<file path="src/rtl/rice_core_lsu_if.sv">
// Memory bus between the load/store unit and the data memory.
// master: request (valid/address/write/strobe/data) out, ready and response in.
interface rice_core_lsu_if #(
    parameter int XLEN = 32
);
    logic            o_bus_request_valid;
    logic            i_bus_request_ready;
    logic [XLEN-1:0] o_bus_address;
    logic            o_bus_write;
    logic [3:0]      o_bus_strobe;
    logic [XLEN-1:0] o_bus_write_data;
    logic            i_bus_response_valid;
    logic [XLEN-1:0] i_bus_read_data;
    logic            i_bus_error;

    modport master (
        output o_bus_request_valid,
        input  i_bus_request_ready,
        output o_bus_address,
        output o_bus_write,
        output o_bus_strobe,
        output o_bus_write_data,
        input  i_bus_response_valid,
        input  i_bus_read_data,
        input  i_bus_error
    );

    modport slave (
        input  o_bus_request_valid,
        output i_bus_request_ready,
        input  o_bus_address,
        input  o_bus_write,
        input  o_bus_strobe,
        input  o_bus_write_data,
        output i_bus_response_valid,
        output i_bus_read_data,
        output i_bus_error
    );
endinterface

</file>
<file path="src/rtl/rice_core_lsu.sv">
// Load/store unit: one outstanding access, IDLE -> REQUEST -> RESPONSE.
// Ports: clk/rst, execute-side request (i_valid/o_ready, access, address,
// store data), completion (o_result_valid, o_load_data, o_misaligned,
// o_access_fault) and the memory bus interface (master modport).
module rice_core_lsu #(
    parameter int XLEN = 32
) (
    input  logic            i_clk,
    input  logic            i_rst,
    input  logic            i_valid,
    output logic            o_ready,
    input  logic [4:0]      i_memory_access,
    input  logic [XLEN-1:0] i_address,
    input  logic [XLEN-1:0] i_store_data,
    output logic            o_result_valid,
    output logic [XLEN-1:0] o_load_data,
    output logic            o_misaligned,
    output logic            o_access_fault,
    rice_core_lsu_if.master bus
);
    localparam logic [1:0] TYPE_LOAD  = 2'b01;
    localparam logic [1:0] TYPE_STORE = 2'b10;

    typedef enum logic [1:0] {
        IDLE,
        REQUEST,
        RESPONSE
    } state_t;

    state_t state;

    logic [1:0] access_type;
    logic [2:0] access_mode;
    logic       is_mem;
    logic       is_store;
    logic       reserved;
    logic       misaligned;
    logic [3:0] strobe_next;
    logic [31:0] wdata_next;

    // Only what load extension needs after the request has left.
    logic [1:0] addr_lo;
    logic [2:0] mode_q;

    logic [31:0] shifted;
    logic [31:0] load_ext;

    assign access_type = i_memory_access[4:3];
    assign access_mode = i_memory_access[2:0];
    assign is_store    = access_type == TYPE_STORE;
    assign is_mem      = (access_type == TYPE_LOAD) || is_store;

    assign reserved = (access_mode == 3'b011) ||
                      (access_mode == 3'b110) ||
                      (access_mode == 3'b111);

    assign misaligned =
        ((access_mode[1:0] == 2'b01) && i_address[0]) ||
        ((access_mode[1:0] == 2'b10) && (i_address[1:0] != 2'b00));

    always_comb begin
        strobe_next = 4'b1111;
        wdata_next  = i_store_data;
        case (access_mode[1:0])
            2'b00: begin
                wdata_next = {4{i_store_data[7:0]}};
                if (is_store) strobe_next = 4'b0001 << i_address[1:0];
            end
            2'b01: begin
                wdata_next = {2{i_store_data[15:0]}};
                if (is_store) strobe_next = 4'b0011 << i_address[1:0];
            end
            default: begin
                wdata_next  = i_store_data;
                strobe_next = 4'b1111;
            end
        endcase
    end

    // Lane select then sign/zero extend; mode bit 2 marks unsigned loads.
    assign shifted = bus.i_bus_read_data >> {addr_lo, 3'b000};

    always_comb begin
        load_ext = bus.i_bus_read_data;
        case (mode_q[1:0])
            2'b00: load_ext = {{24{~mode_q[2] & shifted[7]}}, shifted[7:0]};
            2'b01: load_ext = {{16{~mode_q[2] & shifted[15]}}, shifted[15:0]};
            default: load_ext = bus.i_bus_read_data;
        endcase
    end

    always_ff @(posedge i_clk) begin
        if (i_rst) begin
            state                   <= IDLE;
            o_ready                 <= 1'b1;
            o_result_valid          <= 1'b0;
            o_load_data             <= '0;
            o_misaligned            <= 1'b0;
            o_access_fault          <= 1'b0;
            bus.o_bus_request_valid <= 1'b0;
            bus.o_bus_address       <= '0;
            bus.o_bus_write         <= 1'b0;
            bus.o_bus_strobe        <= '0;
            bus.o_bus_write_data    <= '0;
            addr_lo                 <= '0;
            mode_q                  <= '0;
        end else begin
            o_result_valid <= 1'b0;
            o_load_data    <= '0;
            o_misaligned   <= 1'b0;
            o_access_fault <= 1'b0;
            case (state)
                IDLE: begin
                    if (i_valid) begin
                        if (!is_mem) begin
                            o_result_valid <= 1'b1;
                        end else if (reserved) begin
                            o_result_valid <= 1'b1;
                            o_access_fault <= 1'b1;
                        end else if (misaligned) begin
                            o_result_valid <= 1'b1;
                            o_misaligned   <= 1'b1;
                        end else begin
                            state                   <= REQUEST;
                            o_ready                 <= 1'b0;
                            bus.o_bus_request_valid <= 1'b1;
                            bus.o_bus_address <= {i_address[31:2], 2'b00};
                            bus.o_bus_write         <= is_store;
                            bus.o_bus_strobe        <= strobe_next;
                            bus.o_bus_write_data    <= wdata_next;
                            addr_lo                 <= i_address[1:0];
                            mode_q                  <= access_mode;
                        end
                    end
                end
                REQUEST: begin
                    if (bus.i_bus_request_ready) begin
                        state                   <= RESPONSE;
                        bus.o_bus_request_valid <= 1'b0;
                    end
                end
                RESPONSE: begin
                    if (bus.i_bus_response_valid) begin
                        state          <= IDLE;
                        o_ready        <= 1'b1;
                        o_result_valid <= 1'b1;
                        o_access_fault <= bus.i_bus_error;
                        if (!bus.i_bus_error && !bus.o_bus_write)
                            o_load_data <= load_ext;
                    end
                end
                default: begin
                    state   <= IDLE;
                    o_ready <= 1'b1;
                end
            endcase
        end
    end
endmodule

</file>
<file path="src/flat_wrapper.sv">
// flat-port wrapper written by rule: the top's interface ports become plain ports
module rice_core_lsu_flat 
#(
    parameter int XLEN = 32
)
  (i_clk, i_rst, i_valid, o_ready, i_memory_access, i_address, i_store_data, o_result_valid, o_load_data, o_misaligned, o_access_fault, bus_o_bus_request_valid, bus_i_bus_request_ready, bus_o_bus_address, bus_o_bus_write, bus_o_bus_strobe, bus_o_bus_write_data, bus_i_bus_response_valid, bus_i_bus_read_data, bus_i_bus_error);
  rice_core_lsu_if #(.XLEN(XLEN)) bus_i ();
  input  logic i_clk;
  input  logic i_rst;
  input  logic i_valid;
  output logic o_ready;
  input  logic [4:0] i_memory_access;
  input  logic [XLEN-1:0] i_address;
  input  logic [XLEN-1:0] i_store_data;
  output logic o_result_valid;
  output logic [XLEN-1:0] o_load_data;
  output logic o_misaligned;
  output logic o_access_fault;
  output wire logic [$bits(bus_i.o_bus_request_valid)-1:0] bus_o_bus_request_valid;
  input wire logic [$bits(bus_i.i_bus_request_ready)-1:0] bus_i_bus_request_ready;
  output wire logic [$bits(bus_i.o_bus_address)-1:0] bus_o_bus_address;
  output wire logic [$bits(bus_i.o_bus_write)-1:0] bus_o_bus_write;
  output wire logic [$bits(bus_i.o_bus_strobe)-1:0] bus_o_bus_strobe;
  output wire logic [$bits(bus_i.o_bus_write_data)-1:0] bus_o_bus_write_data;
  input wire logic [$bits(bus_i.i_bus_response_valid)-1:0] bus_i_bus_response_valid;
  input wire logic [$bits(bus_i.i_bus_read_data)-1:0] bus_i_bus_read_data;
  input wire logic [$bits(bus_i.i_bus_error)-1:0] bus_i_bus_error;
  assign bus_o_bus_request_valid = bus_i.o_bus_request_valid;
  assign bus_i.i_bus_request_ready = bus_i_bus_request_ready;
  assign bus_o_bus_address = bus_i.o_bus_address;
  assign bus_o_bus_write = bus_i.o_bus_write;
  assign bus_o_bus_strobe = bus_i.o_bus_strobe;
  assign bus_o_bus_write_data = bus_i.o_bus_write_data;
  assign bus_i.i_bus_response_valid = bus_i_bus_response_valid;
  assign bus_i.i_bus_read_data = bus_i_bus_read_data;
  assign bus_i.i_bus_error = bus_i_bus_error;
  rice_core_lsu #(.XLEN(XLEN)) u_core (.i_clk(i_clk), .i_rst(i_rst), .i_valid(i_valid), .o_ready(o_ready), .i_memory_access(i_memory_access), .i_address(i_address), .i_store_data(i_store_data), .o_result_valid(o_result_valid), .o_load_data(o_load_data), .o_misaligned(o_misaligned), .o_access_fault(o_access_fault), .bus(bus_i));
endmodule
</file>
<file path="config.mk">
export PLATFORM = sky130hd
export DESIGN_NAME = rice_core_lsu_flat
export DESIGN_NICKNAME = d
export VERILOG_FILES = /design/src/rtl/rice_core_lsu_if.sv /design/src/rtl/rice_core_lsu.sv /design/src/flat_wrapper.sv
export SDC_FILE = /design/constraint.sdc
export NUM_CORES = 1
export LEC_CHECK = 0
export ABC_AREA = 1
export CAP_MARGIN = 15
export CORE_MARGIN = 4
export CORE_UTILIZATION = 46
export DETAILED_ROUTE_END_ITERATION = 10
export HOLD_SLACK_MARGIN = 0.03
export PLACE_DENSITY_LB_ADDON = 0.12
export SYNTH_ARGS = -nofsm -noshare
export SYNTH_HDL_FRONTEND = slang
export SYNTH_SLANG_ARGS = --single-unit
</file>
<file path="constraint.sdc">
create_clock -name i_clk -period 2.2 [get_ports i_clk]
set_input_delay 0.33 -clock i_clk [delete_from_list [all_inputs] [get_ports i_clk]]
set_output_delay 0.33 -clock i_clk [all_outputs]
set_load 0.005 [all_outputs]
</file>
==> impl.org, run 1 <==
** Cells and area
- Summing all flip-flop and latch instances after layout gives 2220 um^2.
- Fill cells :: 978
- Fin nets :: 1057
- Area of the multi-input gates :: 2380 um^2
- The repair_antennas step left the layout with diodes totalling 0.
- Synth-to-Final Area Change :: 47.2%
- After routing the design area is 7580 um^2.
- Fraction of layout cells with a size suffix above 1 :: 5.05%

** Run
- Max-cap violations in this run came to 0.

** Floorplanning
- The floorplan has 38 rows.
- Chip width :: 114 um
- Die H :: 114 um
- Once the floorplan was initialized, standard cells occupied 47.3% of the core.
- Placeable Area :: 10900 um^2
- 213 I/O pins were placed.
- The die covers 13000 um^2.

** Placed design
- Cell area after placement :: 7350 um^2
- Final RePlAce weighted congestion :: 0.875
- HPWL Detailed :: 12.4 mm
- Quantity of I/O buffers inserted on ports :: 210
- At the placement stage, the worst setup path has a slack of 55.0 ps.

** Run status
- Result of the run :: completed

** Power
- Power per cell area :: 583 nW/um^2
- Net switching power :: 1.21 mW
- For this design the static power due to leakage is 3.24 nW.
- Net switching is 27.4% of the power.
- Worst IR Drop VDD :: 0.463 mV
- The internal portion of the total power is 3.21 mW.
- Sequential share of power :: 48.2%
- The clock network burns 31.8% of the power.
- Combinational logic burns 20.0% of the power.

** Setup path
- Largest fanout on the critical path :: 65
- By instance count, the cell type seen most on the critical path is inv_1.
- In this run the worst setup path begins at i_memory_access[3].
- Critical path launch point type :: input pin
- Among all stages on the critical path, the largest delay is contributed by clkdlybuf4s50_1.
- Data on the critical path is required at its endpoint by 2480 ps.
- The critical path contains buffers and inverters numbering 4 combined.
- Launching point of the worst reg2reg path :: u_core.addr_lo[0]
- Logic depth of the worst register-to-register path :: 8
- Worst reg-to-reg setup slack :: 470 ps
- The worst register-to-register path ends at u_core.o_load_data[23].
- STA classifies the critical path endpoint as a register.
- Broken down by cell family, the worst path's largest delay share belongs to buffers and inverters.
- Delay of the slowest cell on the worst path :: 460 ps
- The critical path is of the input pin to register type.
- CP arrival :: 2030 ps
- The signal on the critical path passes through clkdlybuf4s50_1, inv_1, ha_1, inv_1, nand2_2, nor2_8, buf_12, nand3_1, nand2_1, nor2_1.

** Synth
- A synthesized cell averages 6.79 um^2.
- Ranking of synthesized cells by instance count :: nand2_1, a21oi_1, dfxtp_1
- Most instantiated library cell after synthesis :: nand2_1
- Post-synth design cell area :: 5150 um^2
- In this run the biggest area consumer among cell types represents 43.1% of the synthesized area.
- Number of enable-type register cells in the synthesized netlist :: 0
- Of all flip-flops after synthesis, the portion carrying an async set or reset was 0%.
- Warnings from Yosys :: 0
- In the post-synthesis netlist, the biggest area contributors are dfxtp_1, nand2_1, a21oi_1.
- Most used flip-flop cell after synthesis :: dfxtp_1
- After synthesis the netlist holds a flip-flop and latch count of 111.
- Synth area leader :: dfxtp_1
- Counting distinct cell types in the post-synthesis netlist gives 27.
- Cells after Synth :: 759
- Sequential cells were found to cover 43.1% of the synthesized design area.

** Timing
- Min Clock Period, post-route :: 1750 ps
- RSZ-0062 raised after global routing :: false
- Once routing completed, OpenROAD measured the worst setup slack at 449 ps.
- Across the routed clock network, the largest skew measured is 10.1 ps.
- At the pin with the least slew margin, the transition time is 529 ps.
- Peak Freq :: 571 MHz
- Crit share post-route :: 79.6%
- In this run the tightest slew margin relative to its limit is 64.7%.
- Number of slew-limit violations in the final report :: 0
- The final hold violation count was 0.
- Post-route setup TNS :: 0 ps
- Final Setup Violations :: 0

** CTS
- Clock sinks :: 111
- Cts hold-fix bufs :: 0
- Buffer cell driving the clock tree root :: clkbuf_8
- Cts bufs inserted :: 9
- Clock latency on the worst-skew pair, taken at its later pin, is 390 ps.
- After clock tree synthesis, the clock-pin slew on the worst setup and hold paths is 100 ps.
- No sink is reached through more buffers than the 2 on the longest clock path.
- Once the clock tree was built, the resizer swapped 0 gates to a different size.
- The H-tree was split into 3 levels.
- Post CTS Setup Buffer Count :: 0
- CTS tree :: built

** Worst hold path
- Min-Delay Path Class :: input pin to register
- The worst hold path begins at i_rst.
- Along the worst hold path, the cell count comes to 6.
- Sink of the worst hold path :: u_core.o_load_data[26]

** Drt
- In the routed design, unresolved DRC markers number 0.
- The routed layout has 5691 vias.
- After detailed routing, the number of vias per cell comes to 5.22.
- Total Wirelength :: 16.8 mm
- Initial DRC Count :: 365
- Before antenna repair, the detailed router went through 5 iterations.
- WL per Instance :: 15.4 um
- Once detail routing completed, the nets flagged for antenna violations numbered 0.

** GRT
- The initial antenna violation count came to 0.
- Vias in the first global route :: 5363
- The first global-routing pass estimated 26.4 mm of wire.
- Remaining global-route overflow :: 0
- Overall Global Routing Usage :: 25.3%
- Maximum number of pins on one net before global-route repair :: 66
==> power groups by stage <==
stage | Clock [mW] | Sequential, mW | Combinational (mW)
6_report | 1.41 | 2.13 | 0.883
5_1_grt | 1.52 | 2.14 | 0.971
4_1_cts | 1.43 | 2.13 | 0.885
3_5_place_dp | 0 | 2.18 | 0.880
3_3_place_gp | 0 | 2.17 | 0.863
2_1_floorplan | 0 | 2.17 | 0.420
==> logic make-up (layout without fill, tap and decap cells) <==
| kind of cell | Yosys count | after routing | share of synthesized area (%) |
|---|---|---|---|
| AO/OA/AOI/OAI | 148 | 148 | 14.9 |
| AND/OR/NAND/NOR | 364 | 364 | 30.0 |
| adder cells (fa/ha/maj) | 5 | 5 | 1.21 |
| flip-flops | 111 | 111 | 43.1 |
| buffers and inverters | 130 | 320 | 10.8 |
| other | 1 | 2 | 0.0728 |
==> sequential cells by signal (all words and copies together), names as in the netlist <==
signal                          count
u_core.o_result_valid               1
u_core.bus.o_bus_strobe             4
u_core.state                        2
u_core.bus.o_bus_request_valid      1
u_core.o_misaligned                 1
u_core.o_access_fault               1
u_core.bus.o_bus_write              1
u_core.o_load_data                 32
u_core.bus.o_bus_address           30
u_core.bus.o_bus_write_data        32
u_core.addr_lo                      2
u_core.o_ready                      1
u_core.mode_q                       3
==> metrics by stage <==
step,std cells,utilization (%),power [mW],hold slack (ps)
2_1_floorplan,760,-,2.59,440
3_3_place_gp,1074,67.5,3.04,433
3_5_place_dp,1074,67.5,3.06,453
4_1_cts,1090,69.7,4.44,414
5_1_grt,1090,69.7,4.63,464
6_report,1090,69.7,4.42,416
==> layout make-up <==
class / count / share of cell area [%]
sequential: 111 / 29.3
inverter: 77 / 3.81
tap: 140 / 2.31
clock buffer: 10 / 1.81
multi-input combinational: 519 / 31.4
clock inverter: 6 / 1.24
timing repair buffer: 227 / 30.2
==> how the worst max path moves through the flow <==
stage	slack [ps]	end	depth (start not counted)
after floorplan	760	u_core.mode_q[1]	9
after global placement	90	u_core.bus.o_bus_write_data[7]	9
after detailed placement	60	u_core.bus.o_bus_write_data[18]	10
after CTS	470	u_core.bus.o_bus_address[28]	9
after global routing	300	u_core.o_load_data[23]	8
final	450	u_core.bus.o_bus_write_data[18]	10
==> worst register-to-register path, delay by kind of cell, from the launching register on <==
kind,cells,cell delay (ps)
buffers and inverters,2,240
DFF,1,520
and+or+nand+nor,6,940
==> cells in the final DEF, fill, tap and decap left out, types with 5 or more instances in the layout <==
| cell | Yosys | layout |
|---|---|---|
| nand2_1 | 189 | 189 |
| a21oi_1 | 113 | 113 |
| dfxtp_1 | 111 | 111 |
| nor2_1 | 63 | 63 |
| inv_1 | 68 | 68 |
| o21ai_0 | 22 | 22 |
| clkdlybuf4s50_1 | 0 | 209 |
| buf_4 | 5 | 12 |
| a21boi_0 | 8 | 8 |
| ha_1 | 5 | 5 |
| clkbuf_8 | 0 | 10 |
| inv_2 | 7 | 7 |
| buf_12 | 0 | 5 |
| nand3_1 | 103 | 103 |
==> per-layer routing <==
layer  vias up  track usage, %  wire length, um
li1       2794               -                -
met1      2612            30.3             6530
met2       250            41.9             8050
met3        35            8.38             1710
met4         0            9.98              482
met5         -               0                0
No activity file was read; power rests on OpenSTA's default activity.
==> run 2: changes to the inputs <==
--- a/config.mk
+++ b/config.mk
@@ -8,7 +8,7 @@
 export ABC_AREA = 1
 export CAP_MARGIN = 15
 export CORE_MARGIN = 4
-export CORE_UTILIZATION = 46
+export CORE_UTILIZATION = 43
 export DETAILED_ROUTE_END_ITERATION = 10
 export HOLD_SLACK_MARGIN = 0.03
 export PLACE_DENSITY_LB_ADDON = 0.12
==> constraint.sdc (replaced) <==
create_clock -name i_clk -period 1.7 [get_ports i_clk]
set_input_delay 0.255 -clock i_clk [delete_from_list [all_inputs] [get_ports i_clk]]
set_output_delay 0.255 -clock i_clk [all_outputs]
set_load 0.005 [all_outputs]
==> impl.org, run 2 (synthesis results as in run 1) <==
** Power
- Clock share of power :: 34.6% (+2.8 points)
- Internal power :: 4.57 mW (+42%)
- The share of power burned in combinational logic is 21.2% (+1.2 points).
- The areal power density over the cells was 766 nW/um^2 (+31%).
- Net switching power :: 1.66 mW (+37%)
- Worst IR Drop VDD :: 0.607 mV (+31%)
- Leakage component of the power :: 3.52 nW (+8.6%)
- Power consumption :: 6.23 mW (+41%)
- The share of total power in sequential cells is 44.2% (-4.0 points).
- The switching share of power is 26.7% (-0.77 points).

** Run status
- The flow ran to the end, and the final reports show no timing, DRC or antenna violations.

** Timing
- The final hold violation count is 0 (unchanged).
- Final Setup Violations :: 0 (unchanged)
- The worst path setup slack after routing is 79.4 ps (-370 ps).
- Post-route setup TNS :: 0 ps (unchanged)
- The actual transition at the worst max-transition pin was 546 ps (+16.4 ps).
- The final worst clock skew is 5.99 ps (-4.11 ps).
- Crit share post-route :: 95.3%
- RSZ-0062 raised after global routing :: false
- Headroom to the max-slew limit :: 63.6% (-1.1 points)
- Timing would allow up to 617 MHz.
- Min Clock Period, post-route :: 1620 ps
- Number of slew-limit violations in the final report :: 0 (unchanged)

** CTS
- The TritonCTS buffer count came to 9 (unchanged).
- The clock network latency to the later pin of the worst-skew pair was 350 ps (-40 ps).
- CTS tree :: built
- The clock tree buffer depth came to 2 (unchanged).
- The total clock sinks is 111 (unchanged).
- Buffer cell driving the clock tree root :: clkbuf_16
- Clock-pin transition on the worst setup and hold timing paths :: 70 ps (-30 ps)
- H-Tree Depth :: 3 (unchanged)
- Cts hold-fix bufs :: 0 (unchanged)

** Placed design
- Quantity of I/O buffers inserted on ports :: 210 (unchanged)
- The placement-stage worst setup slack came to -318 ps (-373 ps).
- HPWL Detailed :: 12.7 mm (+2.1%)
- Final RePlAce weighted congestion :: 0.900 (+2.9%)

** Floorplanning
- Initial Util :: 44.6% (-2.8 points)
- Die H :: 117 um (+3.2%)
- The number of rows in the core area is 39 (+2.6%).
- Chip width :: 117 um (+3.2%)
- The floorplan die area came to 13800 um^2 (+6.5%).
- The number of top-level design ports is 213 (unchanged).
- The core outline area was 11600 um^2 (+6.2%).

** Drt
- The violation count after the first detailed-route iteration came to 485 (+33%).
- WL per Instance :: 16.3 um (+5.8%)
- The total routed wirelength was 18.4 mm (+9.5%).
- The number of design rule violations left after detail routing was 0 (unchanged).
- The via count is 5894 (+3.6%).
- Final antenna-violating net count :: 0 (unchanged)
- The first-pass iteration count of the detailed router came to 5 (unchanged).
- Vias per cell :: 5.23 (about the same)

** GRT
- Global-route wire length before repair :: 27.8 mm (+5.5%)
- The remaining global-route overflow is 0 (unchanged).
- The overall routing resource usage was 24.2% (-1.1 points).
- The pin count of the biggest net entering global routing is 66 (unchanged).
- The initial antenna violation count is 0 (unchanged).
- Vias in the first global route :: 5635 (+5.1%)

** Cells and area
- The antenna diode count came to 0 (unchanged).
- The library cells used most frequently in the layout, excluding fill and tap cells, are clkdlybuf4s50_1, nand2_1, dfxtp_1.
- Fill cells :: 989 (+1.1%)
- The final standard cell utilization of the core is 70.4% (+0.76 points).
- The fraction of final layout cells sized beyond drive strength 1 came to 9.24% (+4.2 points).
- The final net count came to 1092 (+3.3%).
- Relative to the synthesized area, the layout overhead comes to 58.0%.
- Most common library cell in the layout ignoring fill and taps :: clkdlybuf4s50_1
- Largest registers :: u_core.bus.o_bus_write_data: 32 flops, u_core.o_load_data: 32 flops, u_core.bus.o_bus_address: 30 flops

** Setup path
- The data required time at the worst endpoint was 1980 ps (-500 ps).
- The signal on the critical path passes through clkdlybuf4s50_1, inv_1, ha_4, inv_1, nand2_2, nor2_8, buf_6, clkbuf_16, nand3_1, a21oi_1.
- Worst setup startpoint :: i_memory_access[3]
- Slowest library cell on the worst path :: clkdlybuf4s50_1
- CP arrival :: 1900 ps (-130 ps)
- The setup path with the least slack is of type input pin to register.
- Largest fanout on the critical path :: 27 (-58%)
- In this run the critical register-to-register path is launched from u_core.state[1].
- The longest individual stage delay on the worst path was 460 ps (about the same).
- Most repeated library cell on the critical path :: inv_1
- The logic depth of the worst register-to-register path is 9 (+1).
- The worst setup path is captured at a register.
- The worst setup path is launched from an input pin.

** Worst hold path
- The worst hold path belongs to the class register to register.
- In this run the most critical hold path is launched from u_core.bus.o_bus_request_valid.
- Depth of the worst hold-timing path :: 2 (-4)

** Run
- Max-capacitance violation count :: 0 (unchanged)
## run 2: worst max-delay path: cells and delay by family
kind,cells,cell delay (ps)
fa+ha+maj,1,230
buf+inv,5,930
simple gates,3,310
compound gates,1,140
## run 2: metal layers
layer	part of all wire, %	routed length [um]	GRT usage (%)	vias to the layer above
met3	8.8	1610	8.31	39
met2	48	8840	40.3	284
met1	41	7480	29.6	2702
met4	2.3	430	7.62	0
li1	-	-	-	2869
met5	0	0	0	-
## run 2: power groups by stage
stage          Combinational, mW  Clock [mW]  Sequential (mW)
2_1_floorplan              0.544           0             2.81
3_3_place_gp                1.18           0             2.81
3_5_place_dp                1.20           0             2.81
4_1_cts                     1.21        2.19             2.75
5_1_grt                     1.44        2.29             2.77
6_report                    1.32        2.16             2.76
## run 2: stage by stage
stage	hold WS [ps]	area (um^2)	instances
final	456	8140	1128
after global routing	482	8140	1128
after CTS	459	7880	1118
after detailed placement	449	7580	1102
after floorplan	404	5160	760
after global placement	432	7580	1102
## run 2: worst paths after layout
| check | endpoint | slack [ps] |
|---|---|---|
| worst max-delay path | u_core.bus.o_bus_address[10] | 80 |
| worst min-delay path | u_core.bus.o_bus_request_valid | 460 |
| worst max register to register | u_core.bus.o_bus_address[10] | 110 |
| worst min register to register | u_core.bus.o_bus_request_valid | 460 |
## run 2: cell type report
type | instances | area, um^2 | area share, %
Tap cell | 143 | 179 | 2.20
Clock inverter | 5 | 56.3 | 0.691
Multi-Input combinational cell | 519 | 2430 | 29.9
Inverter | 77 | 295 | 3.63
Timing Repair Buffer | 262 | 2720 | 33.4
Clock buffer | 11 | 243 | 2.98
Sequential cell | 111 | 2220 | 27.3
## run 2: repair_timing
action / CTS / global route
buffers inserted: 0 / 3
endpoints found under the setup margin: 0 / 70
resized for setup: 0 / 14
==> run 3: changes to the inputs <==
--- a/config.mk
+++ b/config.mk
@@ -12,6 +12,7 @@
 export DETAILED_ROUTE_END_ITERATION = 10
 export HOLD_SLACK_MARGIN = 0.03
 export PLACE_DENSITY_LB_ADDON = 0.12
+export SLEW_MARGIN = 20
 export SYNTH_ARGS = -nofsm -noshare
 export SYNTH_HDL_FRONTEND = slang
 export SYNTH_SLANG_ARGS = --single-unit
==> results of run 3 <==
Final layout, timing and power as in run 2 (identical DEF).
